[config.mk]
export PLATFORM = sky130hd
export DESIGN_NAME = fifo_stream_drain
export DESIGN_NICKNAME = d
export VERILOG_FILES = /design/src/rtl/fifo_stream_drain.sv
export SDC_FILE = /design/constraint.sdc
export NUM_CORES = 1
export LEC_CHECK = 0
export CORE_MARGIN = 3
export CORE_UTILIZATION = 57
export CTS_CLUSTER_DIAMETER = 200
export DETAILED_ROUTE_END_ITERATION = 7
export GPL_TIMING_DRIVEN = 0
export PLACE_DENSITY = 0.85
export SLEW_MARGIN = 20
export SYNTH_ARGS = -nofsm -noshare
export SYNTH_HDL_FRONTEND = slang
export SYNTH_SLANG_ARGS = --single-unit
[constraint.sdc]
create_clock -name clk -period 6.9 [get_ports clk]
set_input_delay 1.38 -clock clk [delete_from_list [all_inputs] [get_ports clk]]
set_output_delay 1.38 -clock clk [all_outputs]
set_load 0.01 [all_outputs]
[src/rtl/fifo_stream_drain.sv]
// fifo_stream_drain: drains a registered-output FIFO into a valid/ready stream through a skid buffer,
// framing words into fixed-length packets and counting completed packets.
module fifo_stream_drain #(
  parameter int DATA_W     = 16,
  parameter int SKID_DEPTH = 3,
  parameter int PKT_LEN    = 4
) (
  input  logic              clk,
  input  logic              rst_n,
  input  logic              enable,
  input  logic              fifo_empty,
  input  logic [DATA_W-1:0] fifo_data_out,
  output logic              fifo_rd_en,
  output logic              m_valid,
  input  logic              m_ready,
  output logic [DATA_W-1:0] m_data,
  output logic              m_last,
  output logic [15:0]       pkt_cnt
);
  localparam int PW = $clog2(SKID_DEPTH);
  localparam int OW = $clog2(SKID_DEPTH + 1) + 1;
  logic [DATA_W-1:0] buf_q [SKID_DEPTH];
  logic [PW-1:0] wr_ptr, rd_ptr, wr_nxt, rd_nxt;
  logic [OW-1:0] occ;
  logic inflight, pop;
  logic [7:0] beat;
  // A read reserves a slot one cycle before its data lands, so in-flight words count as occupied
  assign fifo_rd_en = rst_n && enable && !fifo_empty && ((occ + OW'(inflight)) < OW'(SKID_DEPTH));
  assign m_valid = occ != '0;
  assign m_data = m_valid ? buf_q[rd_ptr] : '0;
  assign m_last = m_valid && beat == 8'(PKT_LEN - 1);
  assign pop = m_valid && m_ready;
  assign wr_nxt = wr_ptr == PW'(SKID_DEPTH - 1) ? '0 : wr_ptr + 1'b1;
  assign rd_nxt = rd_ptr == PW'(SKID_DEPTH - 1) ? '0 : rd_ptr + 1'b1;
  always_ff @(posedge clk)
    if (inflight) buf_q[wr_ptr] <= fifo_data_out;
  always_ff @(posedge clk or negedge rst_n)
    if (!rst_n) begin
      occ <= '0;
      inflight <= 1'b0;
      beat <= '0;
      wr_ptr <= '0;
      rd_ptr <= '0;
      pkt_cnt <= '0;
    end else begin
      inflight <= fifo_rd_en;
      occ <= occ + OW'(inflight) - OW'(pop);
      if (inflight) wr_ptr <= wr_nxt;
      if (pop) begin
        rd_ptr <= rd_nxt;
        beat <= m_last ? '0 : beat + 1'b1;
        pkt_cnt <= pkt_cnt + 16'(m_last);
      end
    end
endmodule

=== After elaboration in Yosys (flattened, before gate mapping) ===
Memory sizes are Yosys's and may differ from the RTL's.
Cells that the tools add are included.

* Add/subtract/negate cells: 6
* Multiply operators: 0
* Div/mod/pow operators: 0
* Order comparisons: 1
* Eq/ne operators: 3
* Shift-type cells: 0
* Mux-type cells: 6
* Bitwise gates (word level): 0
* Reduce and logical (&&, ||, !) cells: 7

{| class="wikitable"
|+ Operators with widths
! kind !! number
|-
| $add 16x1->16 || 1
|-
| $mux 16 || 1
|-
| $add 8x1->8 const B || 1
|-
| $eq 8x2->1 const B || 1
|-
| $mux 8 || 1
|-
| $logic_and 1x1->1 || 5
|-
| $add 2x1->2 const B || 2
|-
| $eq 2x2->1 const B || 2
|-
| $mux 2 || 2
|-
| $add 3x1->3 || 1
|-
| $lt 3x2->1 const B || 1
|-
| $reduce_bool 3->1 || 1
|-
| $sub 3x1->3 || 1
|-
| $mux 1 || 2
|-
| $logic_not 1->1 || 1
|}

* Flip-flop bits (word level): 32
* Latch bits: 0
* RAM bits: 48
* ROM bits: 0
* Output and inout bits: 35
* Word-level logic and storage cells: 30
* Memories: 1

{| class="wikitable"
|+ Memories
! name !! words !! bits a word !! read ports !! clocked after Yosys merged registers in !! write ports !! RTL line !! text
|-
| buf_q || 3 || 16 || 1 || 0 || 1 || 22 || <nowiki>logic [DATA_W-1:0] buf_q [SKID_DEPTH];</nowiki>
|}

=== Longest topological paths before layout ===
* Depth in word-level cells: 3
* Gate-level depth with buffers: 9
* Depth with buffers taken out: 9

=== Worst setup path before layout ===
Ideal clock, no wire load.

* Path kind: input port to output port
* Start: input port enable
* End: output port fifo_rd_en
* Arrival: 1.680 ns
* Required time: 5.520 ns
* Setup slack: 3.840 ns
* Stages on the path: 2
* Path buffers: 0
* Cell sequence: o2111ai_1 nor2_1

* Cells in the longest elaborated chain, start to end: 3

{| class="wikitable"
|+ Ends and longest elaborated chain
! item !! RTL line !! text
|-
| start, declared || 10 || <nowiki>input logic enable,</nowiki>
|-
| $logic_and 1x1->1 (3 in series) || 28 || <nowiki>assign fifo_rd_en = rst_n && enable && !fifo_empty && ((occ + OW'(inflight)) < OW'(SKID_DEPTH));</nowiki>
|-
| end, declared || 13 || <nowiki>output logic fifo_rd_en,</nowiki>
|}

No other way between the ends.

=== Worst setup path after layout ===
* Start: input port rst_n
* End: output port fifo_rd_en

* Cells in the longest elaborated chain, start to end: 3

{| class="wikitable"
|+ Ends and longest elaborated chain
! item !! RTL line !! text
|-
| start, declared || 9 || <nowiki>input logic rst_n,</nowiki>
|-
| $logic_and 1x1->1 (3 in series) || 28 ||
|}

No other way between the ends.

==> results.sh <==
export IMPL_status="finished, final reports clean"
export IMPL_grt_max_degree=34
export IMPL_dieHeight_um=82.46
export IMPL_synth_xor_area_share_pct=5.783
export IMPL_io_pin_count=56
export IMPL_ys_warnings_count=0
export IMPL_grt_use_met3_pct=4.989
export IMPL_path_clk_slew_ps=80
export IMPL_hold_viol=0
export IMPL_gp_congestion=0.7908
export IMPL_seqCellArea_mm2=0.002242
export IMPL_grt_use_met1_pct=23.93
export IMPL_cts_root_buf="clkbuf_8"
export IMPL_drv_cap=0
export IMPL_design_area_mm2=0.004232
export IMPL_cpPeakStageDelay_ps=570
export IMPL_cts_resized=0
export IMPL_syn_num_nets=279
export IMPL_synth_seq_area_share_pct=67.29
export IMPL_multi_input_area_mm2=0.001035
export IMPL_critPathLaunchType="input port"
export IMPL_diodes=0
export IMPL_grt_busiest_layer="met2"
export IMPL_endpoint_kind="output port"
export IMPL_fillerInstances=359
export IMPL_fin_util_pct=75.91
export IMPL_yosys_cell_types_count=30
export IMPL_via_per_inst=5.471
export IMPL_post_dp_hpwl_um=4714
export IMPL_start_util_pct=59.78
export IMPL_critPathMaxFanout=33
export IMPL_wl_um=6611
export IMPL_finClkSkew_ps=4.365
export IMPL_dr_total_vias=2183
export IMPL_synth_fa_ha_area_share_pct=2.629
export IMPL_dpl_cell_area_mm2=0.004029
export IMPL_finalCritPeriodShare_pct=62.43
export IMPL_syn_cell_area_mm2=0.003332
export IMPL_wire_per_inst_um=16.57
export IMPL_final_common_cell="clkdlybuf4s50_1"
export IMPL_synthMuxAreaShare_pct=5.145
export IMPL_first_pass_iters=4
export IMPL_crit_chain="buf_2, o2111ai_1, nor2_1, clkdlybuf4s50_1"
export IMPL_synth_top_family_by_area="simple AND/OR/NAND/NOR gates"
export IMPL_path_class="input port to output port"
export IMPL_final_cell_mix="clkdlybuf4s50_1, edfxtp_1, nor2_1"
export IMPL_drv_slew=0
export IMPL_critPathSlowestCell="clkdlybuf4s50_1"
export IMPL_ir_worst_vdd_v=0.0002583
export IMPL_setup_viol=0
export IMPL_use_met2_pct=39.90
export IMPL_area_growth_pct=27.00
export IMPL_grt_usage_pct=21.95
export IMPL_yosysTopAreaCell="edfxtp_1"
export IMPL_port_buffers=55
export IMPL_initialDrtViolationCount=82
export IMPL_worstSkewPairLatency_ps=350
export IMPL_drc_errors=0
export IMPL_fmax_ghz=0.2321
export IMPL_grt_ovfl_total=0
export IMPL_die_area_mm2=0.006799
export IMPL_floorplan_core_area_mm2=0.005574
export IMPL_grt_pass1_wl_um=10730
export IMPL_min_period_ps=4308
export IMPL_die_x_um=82.46
export IMPL_synth_seq_cells=80
export IMPL_cts_htree_levels=3
export IMPL_yosys_area_share_simple_pct=12.43
export IMPL_cp_arrival_ps=2930
export IMPL_ant_nets=0
export IMPL_setup_tns_ps=0
export IMPL_ctsLongestPathBuffers=2
export IMPL_cts_setup_buffers=0
export IMPL_cpLargestDelayFamily="buffers and inverters"
export IMPL_cts_tree="built"
export IMPL_required_ps=5520
export IMPL_antenna_found_initial=0
export IMPL_yosys_top_cells_area="edfxtp_1, dfrtp_1, mux2i_1, nor2_1, xnor2_1"
export IMPL_power_uw=1391
export IMPL_finalNetCount=350
export IMPL_cts_inserted_buffers=9
export IMPL_tightestPinTransition_ps=945.0
export IMPL_cts_num_sinks=80
export IMPL_syn_avg_cell_area_um2=13.27
export IMPL_p_leak_uw=0.001724
export IMPL_synthesis_instances=251
export IMPL_hp_class="flip-flop to flip-flop"
export IMPL_synth_compound_area_share_pct=4.694
export IMPL_worst_slew_margin_rel_pct=36.52
export IMPL_power_density_mw_per_mm2=328.6
export IMPL_grt_pass1_vias=2297
export IMPL_rsz0062_at_grt="no"
export IMPL_crit_buf_inv=2
export IMPL_drive_gt1_share_pct=10.40
export IMPL_netlist_area_leader_share_pct=43.26
export IMPL_hold_buffers=0
export IMPL_rows=27
-- registers in the layout, summed over array words and instances, names as in the netlist --
register  flops
buf_q        48
pkt_cnt      16
beat          8
occ           3
rd_ptr        2
wr_ptr        2
inflight      1
-- cell usage after synthesis --
master and number:
edfxtp_1 48, nor2_1 41, dfrtp_1 32, a21oi_1 16, mux2i_1 16, nand2_1 16, xnor2_1 15, inv_1 9
ha_1 7, xor2_1 7, clkbuf_1 5, nand3_1 5, nor3_1 5, a21o_1 4, and3_1 4, nand4_1 4
buf_2 3, nor4_4 2, a22o_1 1, and2_1 1, mux2_2 1, nand4_2 1, nor3_2 1, nor3b_1 1
o2111ai_1 1, o21ai_0 1, o311ai_2 1, o31ai_1 1, or4_4 1, or4b_1 1
-- layer usage --
layer	part of all wire [%]	wire length [um]
met1	39	2563
met2	53	3529
met3	5.5	362
met4	2.4	156
met5	0	0
-- through the flow --
step,hold WS [ps],worst slack (ps),instances
global route,495.1,2424,399
global placement,457.4,1597,378
finish,473.7,2592,399
floorplan,437.9,3840,251
detailed placement,459.5,2518,383
CTS,476.1,2519,399
-- final timing paths --
| path | start | cells past startpoint | slack [ps] | end |
|---|---|---|---|---|
| worst max-delay path | rst_n | 4 | 2590 | fifo_rd_en |
| worst min-delay path | beat[7] | 1 | 470 | beat[7] |
| worst max register to register | beat[0] | 9 | 4140 | pkt_cnt[10] |
| worst min register to register | beat[7] | 1 | 470 | beat[7] |
| max in group asynchronous | rst_n | 1 | 5370 | pkt_cnt[4] |
| min in group asynchronous | rst_n | 1 | 1070 | pkt_cnt[9] |
-- layout make-up --
type                       count  area share (%)
buffer                         8          0.7983
clock buffer                   9           2.927
clock inverter                 7           1.863
inverter                       9          0.7983
multi-input combinational    154           24.45
sequential                    80           52.99
tap                           72           2.129
timing repair buffer          60           14.04
-- cell families (layout without fill, tap and decap cells) --
| logic type | after synthesis | after routing |
|---|---|---|
| xor gates and xnor gates | 22 | 22 |
| AOI/OAI and AO/OA | 25 | 25 |
| DFF | 80 | 80 |
| buffers and inverters | 17 | 93 |
| adders and majority gates | 7 | 7 |
| muxes | 17 | 17 |
| and+or+nand+nor | 83 | 83 |
-- report_power, final --
part,switching [uW],internal [uW]
Clock,178,171
Sequential,47.6,555
Combinational,226,212
Total,451,939
(Power assumes the default switching activity.)
